`config.mk`:
```
export PLATFORM = sky130hd
export DESIGN_NAME = spi_lcd_rx
export DESIGN_NICKNAME = d
export VERILOG_FILES = /design/src/rtl/spi_lcd_rx.sv
export SDC_FILE = /design/constraint.sdc
export NUM_CORES = 1
export LEC_CHECK = 0
export CORE_MARGIN = 2
export CORE_UTILIZATION = 64
export CTS_CLUSTER_DIAMETER = 80
export DETAILED_ROUTE_END_ITERATION = 6
export PLACE_DENSITY = 0.89
export SYNTH_ARGS = -nofsm -noshare
export SYNTH_HDL_FRONTEND = slang
export SYNTH_SLANG_ARGS = --single-unit
```
`constraint.sdc`:
```
create_clock -name i_clk -period 4.5 [get_ports i_clk]
set_input_delay 0.9 -clock i_clk [delete_from_list [all_inputs] [get_ports i_clk]]
set_output_delay 0.9 -clock i_clk [all_outputs]
set_load 0.05 [all_outputs]
```
`src/rtl/spi_lcd_rx.sv`:
```
// spi_lcd_rx: SPI receiver for an LCD-style command/data stream.
// Reassembles bytes from an asynchronous SPI link, tracks the CASET/PASET
// window and the RAMWR cursor, and emits one RGB565 pixel per data pair.
// Optional build macro: SPI_LCD_RX_BOUNDS_CHECK_EN enables window and pixel
// range checking with a sticky o_err. Without it, o_err is tied low.
module spi_lcd_rx #(
   parameter int WIDTH  = 240,
   parameter int HEIGHT = 320
) (
   input  logic        i_clk,
   input  logic        i_rst,
   input  logic        i_sclk,
   input  logic        i_mosi,
   input  logic        i_dc,
   input  logic        i_cs,
   output logic        o_cmd_valid,
   output logic [7:0]  o_cmd,
   output logic        o_pix_valid,
   output logic [8:0]  o_pix_x,
   output logic [8:0]  o_pix_y,
   output logic [15:0] o_pix_data,
   output logic        o_err
);

   localparam logic [15:0] X_MAX = 16'(WIDTH - 1);
   localparam logic [15:0] Y_MAX = 16'(HEIGHT - 1);

   typedef enum logic [1:0] {
      IDLE  = 2'd0,
      CASET = 2'd1,
      PASET = 2'd2,
      RAMWR = 2'd3
   } state_t;

   // ------------------------------------------------------------------
   // Input synchronisers and sclk edge detection
   // ------------------------------------------------------------------
   logic [1:0] sclk_sync_q;
   logic [1:0] mosi_sync_q;
   logic [1:0] dc_sync_q;
   logic [1:0] cs_sync_q;
   logic       sclk_prev_q;

   logic sclk_s;
   logic mosi_s;
   logic dc_s;
   logic cs_s;
   logic sclk_rise;

   assign sclk_s    = sclk_sync_q[1];
   assign mosi_s    = mosi_sync_q[1];
   assign dc_s      = dc_sync_q[1];
   assign cs_s      = cs_sync_q[1];
   assign sclk_rise = sclk_s & ~sclk_prev_q;

   // Two-flop synchronisers; reset to the bus idle levels so no false edge follows reset
   always_ff @(posedge i_clk) begin
      // NOTE: every clocked register uses <= so all flops update from pre-edge values.
      if (i_rst) begin
         sclk_sync_q <= 2'b00;
         mosi_sync_q <= 2'b00;
         dc_sync_q   <= 2'b00;
         cs_sync_q   <= 2'b11;
         sclk_prev_q <= 1'b0;
      end else begin
         sclk_sync_q <= {sclk_sync_q[0], i_sclk};
         mosi_sync_q <= {mosi_sync_q[0], i_mosi};
         dc_sync_q   <= {dc_sync_q[0], i_dc};
         cs_sync_q   <= {cs_sync_q[0], i_cs};
         sclk_prev_q <= sclk_s;
      end
   end

   // ------------------------------------------------------------------
   // Byte assembly: MSB first, byte event one cycle after the 8th edge
   // ------------------------------------------------------------------
   logic [7:0] shift_q;
   logic [2:0] bit_cnt_q;
   logic       byte_done_q;
   logic [7:0] byte_q;
   logic       byte_dc_q;

   // Shift bits in on each synchronised sclk rise; cs high drops any partial byte
   always_ff @(posedge i_clk) begin
      if (i_rst) begin
         shift_q     <= 8'h00;
         bit_cnt_q   <= 3'd0;
         byte_done_q <= 1'b0;
         byte_q      <= 8'h00;
         byte_dc_q   <= 1'b0;
      end else begin
         byte_done_q <= 1'b0;
         if (cs_s) begin
            bit_cnt_q <= 3'd0;
         end else if (sclk_rise) begin
            shift_q   <= {shift_q[6:0], mosi_s};
            bit_cnt_q <= bit_cnt_q + 3'd1;
            if (bit_cnt_q == 3'd7) begin
               byte_done_q <= 1'b1;
               byte_q      <= {shift_q[6:0], mosi_s};
               byte_dc_q   <= dc_s;
            end
         end
      end
   end

   // ------------------------------------------------------------------
   // Decoder
   // ------------------------------------------------------------------
   state_t      state_q;
   logic [1:0]  prm_cnt_q;
   logic [23:0] prm_q;
   logic [7:0]  pix_hi_q;
   logic        pix_half_q;
   logic [15:0] sc_q;
   logic [15:0] ec_q;
   logic [15:0] sp_q;
   logic [15:0] ep_q;
   logic [15:0] cx_q;
   logic [15:0] cy_q;

   logic [15:0] win_lo_d;
   logic [15:0] win_hi_d;
   logic [15:0] cx_d;
   logic [15:0] cy_d;
   logic        pix_emit;

   // Window values as they will be committed by the 4th parameter byte, and the advanced cursor
   always_comb begin
      // NOTE: every always_comb output gets a default first so no latch is inferred.
      win_lo_d = prm_q[23:8];
      win_hi_d = {prm_q[7:0], byte_q};
      cx_d     = cx_q + 16'd1;
      cy_d     = cy_q;
      if (cx_q == ec_q) begin
         cx_d = sc_q;
         cy_d = (cy_q == ep_q) ? sp_q : cy_q + 16'd1;
      end
   end

`ifdef SPI_LCD_RX_BOUNDS_CHECK_EN
   logic caset_commit;
   logic paset_commit;
   logic pix_fire;
   logic err_q;

   assign pix_emit     = (cx_q <= X_MAX) && (cy_q <= Y_MAX);
   assign caset_commit = byte_done_q && byte_dc_q && (state_q == CASET) && (prm_cnt_q == 2'd3);
   assign paset_commit = byte_done_q && byte_dc_q && (state_q == PASET) && (prm_cnt_q == 2'd3);
   assign pix_fire     = byte_done_q && byte_dc_q && (state_q == RAMWR) && pix_half_q;

   // Sticky error on a bad committed window or an out-of-panel pixel
   always_ff @(posedge i_clk) begin
      if (i_rst) begin
         err_q <= 1'b0;
      end else if ((caset_commit && ((win_lo_d > win_hi_d) || (win_hi_d > X_MAX))) ||
                   (paset_commit && ((win_lo_d > win_hi_d) || (win_hi_d > Y_MAX))) ||
                   (pix_fire && !pix_emit)) begin
         err_q <= 1'b1;
      end
   end

   assign o_err = err_q;
`else
   assign pix_emit = 1'b1;
   assign o_err    = 1'b0;
`endif

   // Command/parameter/pixel decoder with registered output pulses
   always_ff @(posedge i_clk) begin
      if (i_rst) begin
         state_q     <= IDLE;
         prm_cnt_q   <= 2'd0;
         prm_q       <= 24'h000000;
         pix_hi_q    <= 8'h00;
         pix_half_q  <= 1'b0;
         sc_q        <= 16'h0000;
         ec_q        <= X_MAX;
         sp_q        <= 16'h0000;
         ep_q        <= Y_MAX;
         cx_q        <= 16'h0000;
         cy_q        <= 16'h0000;
         o_cmd_valid <= 1'b0;
         o_cmd       <= 8'h00;
         o_pix_valid <= 1'b0;
         o_pix_x     <= 9'd0;
         o_pix_y     <= 9'd0;
         o_pix_data  <= 16'h0000;
      end else begin
         o_cmd_valid <= 1'b0;
         o_pix_valid <= 1'b0;
         if (byte_done_q) begin
            if (!byte_dc_q) begin
               // A command always restarts parameter and pixel assembly
               o_cmd_valid <= 1'b1;
               o_cmd       <= byte_q;
               prm_cnt_q   <= 2'd0;
               pix_half_q  <= 1'b0;
               case (byte_q)
                  8'h2A:   state_q <= CASET;
                  8'h2B:   state_q <= PASET;
                  8'h2C: begin
                     state_q <= RAMWR;
                     cx_q    <= sc_q;
                     cy_q    <= sp_q;
                  end
                  default: state_q <= IDLE;
               endcase
            end else begin
               case (state_q)
                  CASET, PASET: begin
                     prm_q     <= {prm_q[15:0], byte_q};
                     prm_cnt_q <= prm_cnt_q + 2'd1;
                     if (prm_cnt_q == 2'd3) begin
                        if (state_q == CASET) begin
                           sc_q <= win_lo_d;
                           ec_q <= win_hi_d;
                        end else begin
                           sp_q <= win_lo_d;
                           ep_q <= win_hi_d;
                        end
                        state_q <= IDLE;
                     end
                  end
                  RAMWR: begin
                     if (!pix_half_q) begin
                        pix_hi_q   <= byte_q;
                        pix_half_q <= 1'b1;
                     end else begin
                        pix_half_q <= 1'b0;
                        cx_q       <= cx_d;
                        cy_q       <= cy_d;
                        if (pix_emit) begin
                           o_pix_valid <= 1'b1;
                           o_pix_x     <= cx_q[8:0];
                           o_pix_y     <= cy_q[8:0];
                           o_pix_data  <= {pix_hi_q, byte_q};
                        end
                     end
                  end
                  default: ;
               endcase
            end
         end
      end
   end

endmodule

```
==> results.txt <==
Clock skew - 6.87 ps
Synthesized area - 8490 sq um
Initial antenna violation count - 0
CP required - 4880 ps
Placed Cells - 1211
Post-route ant nets - 0
Synth area leaders - dfxtp_1 49%, nand2_1 14%, a21oi_1 8.6%, clkbuf_1 3.1%, mux2i_1 2.7%
Hold-fix buffers at CTS - 0
Initial DRC Count - 921
Fillers - 944
Die W - 119 microns
Slowest stage cell, crit path - or4_1
Worst Path Max Fanout - 15
Clk_lat worst skew - 480 ps
Vias/cell - 6.00
Static Leakage - 3.09 nW
GRT Resource Usage Total - 0.290
Max_cap viols - 0
WHS - 415 ps
Top FF cell, synth - dfxtp_1
Fin. max-slew vios - 0
RSZ-0062 raised after global routing - false
Most frequent cells in the layout - 319 x nand2_1, 206 x dfxtp_1, 146 x a21oi_1
Final Hold Fails - 0
First-pass GRT wire length - 33900 microns
CTS clock-pin slew for the worst setup and hold paths - 60 ps
1st-pass router iterations - 5
Total grt overflow - 0
Post-CTS Setup Bufs - 0
Final WL - 20800 microns
Area leader, netlist - dfxtp_1
Status - finished, final reports clean
Hold Startpoint - cs_sync_q[0]
Post-Syn Instances - 1058
Setup TNS - 0 ps
Syn nets - 1071
Placed inst area - 8980 sq um
Area of the multi-input gates - 3980 sq um
#FFs+latches synth - 206
Crit Reg-Reg Startpoint - byte_done_q
Worst hold-check path type - flop to flop
Sequential-to-total area share from yosys stat - 0.486
Syn. warnings - 0
Worst setup startpoint - byte_done_q
Unique masters post-synth - 48
Clock sinks - 206
Starting density of the core - 0.649
Post-route cell area - 9630 sq um
Post-synth EDFFs - 0
Syn_area_per_cell - 8.03 sq um
Worst slew pin tran - 980 ps
Placeable Area - 13100 sq um
Root buffer cell - clkbuf_16
Area Growth Syn to Fin - 13.4%
CP Capture Type - flop
Port buffer count - 49
Crit Path Category - flop to flop
Crit path time final - 3220 ps
Total die area - 14200 sq um
Layout cell share with drive strength beyond 1 - 0.0561
Most common cell after layout, fill and taps aside - nand2_1
Layout Nets - 1071
Fin cells - 1245
Worst Setup Start Kind - flop
Setup-failing EPs final - 0
Pwr/cell area - 365 nW/um^2
Number of core rows - 42
TritonCTS clock tree - built
Period utilization - 0.716
Share of the synthesized area in the top cell type - 0.486
DR vias - 7468
Maximum VDD drop - 0.000383 V
Resize count post-CTS - 0
Number of global-route vias before repair - 6912
FF+latch area - 4120 sq um
H-tree depth - 1
Clock Path Buffers - 3
Arr. time, crit path - 3600 ps
Placer congestion estimate - 0.908
N_diodes - 0
Max stage delay on crit path - 720 ps
DIE HEIGHT - 119 microns
Post-synth ARST share - 0
CTS Buf Count - 21
IO Count - 51
Crit-path cells - or4b_1 -> or4_1 -> nand2_1 -> nand3_1 -> o32ai_1
Largest net degree at the start of global routing - 77
Relative slew margins - 0.344
Peak Freq - 0.310 GHz
DP HPWL - 13600 microns
WL per Instance - 16.7 microns
Post-route DRC - 0
-- Yosys cell counts (8+ instances only) --
cell type,instances
nand2_1,319
nor2_1,27
a21oi_1,146
nor3_1,9
nor2b_1,14
o32ai_1,13
clkbuf_1,71
dfxtp_1,206
mux2i_1,23
a31oi_1,8
nand3_1,35
xnor2_1,25
inv_1,20
a211oi_1,20
xor2_1,16
-- flip-flops by register name, indices dropped and copies added (netlist names), 16 cells and up --
register    flops
ep_q           16
ec_q           16
sc_q           16
prm_q          24
o_pix_data     16
cy_q           16
cx_q           16
sp_q           16
-- critical path, delay by kind of cell (launching register included) --
kind | cells | cell delay, ps
AOI/OAI and AO/OA | 1 | 300
DFF | 1 | 470
and+or+nand+nor | 4 | 2330
-- power by group --
| group | total [mW] | switching [mW] | internal (mW) |
|---|---|---|---|
| combinational | 0.0436 | 0.0335 | 0.0101 |
| clock | 1.64 | 0.670 | 0.974 |
| sequential | 1.83 | 0.00125 | 1.83 |
-- metal layers --
layer	global-route usage	wire length, microns	vias up
met4	0.109	801	0
met2	0.480	9840	327
met3	0.0421	1620	67
met1	0.386	8580	3520
li1	-	-	3554
met5	0.00368	0	-
-- cells by family after synthesis --
family                     Yosys count  synth area share
AOI/OAI and AO/OA                  220             0.155
and+or+nand+nor                    454             0.229
muxes                               24            0.0284
buffers and inverters              105            0.0485
xor gates and xnor gates            41            0.0423
other                                1          0.000442
adders and majority gates            7            0.0103
DFF                                206             0.486
-- layout make-up --
class / count / share of cell area
multi-input combinational: 747 / 0.413
clock buffer: 29 / 0.0619
sequential: 206 / 0.428
timing repair buffer: 62 / 0.0608
tap: 176 / 0.0229
inverter: 20 / 0.00780
clock inverter: 5 / 0.00520
-- path summary, 6_finish.rpt --
| path | slack (ps) | cells after the start | to |
|---|---|---|---|
| worst min register to register | 420 | 1 | cs_sync_q[1] |
| worst min-delay path | 420 | 1 | cs_sync_q[1] |
| worst max register to register | 1280 | 5 | cy_q[7] |
| worst max-delay path | 1280 | 5 | cy_q[7] |
-- stage by stage --
stage               total power [mW]  utilization  setup WS [ps]
floorplan                       1.90            -           2070
global placement                1.91        0.686           1520
detailed placement              1.91        0.686           1400
CTS                             3.52        0.736           1360
global route                    3.59        0.736           1110
finish                          3.51        0.736           1280
(Power assumes the default switching activity.)
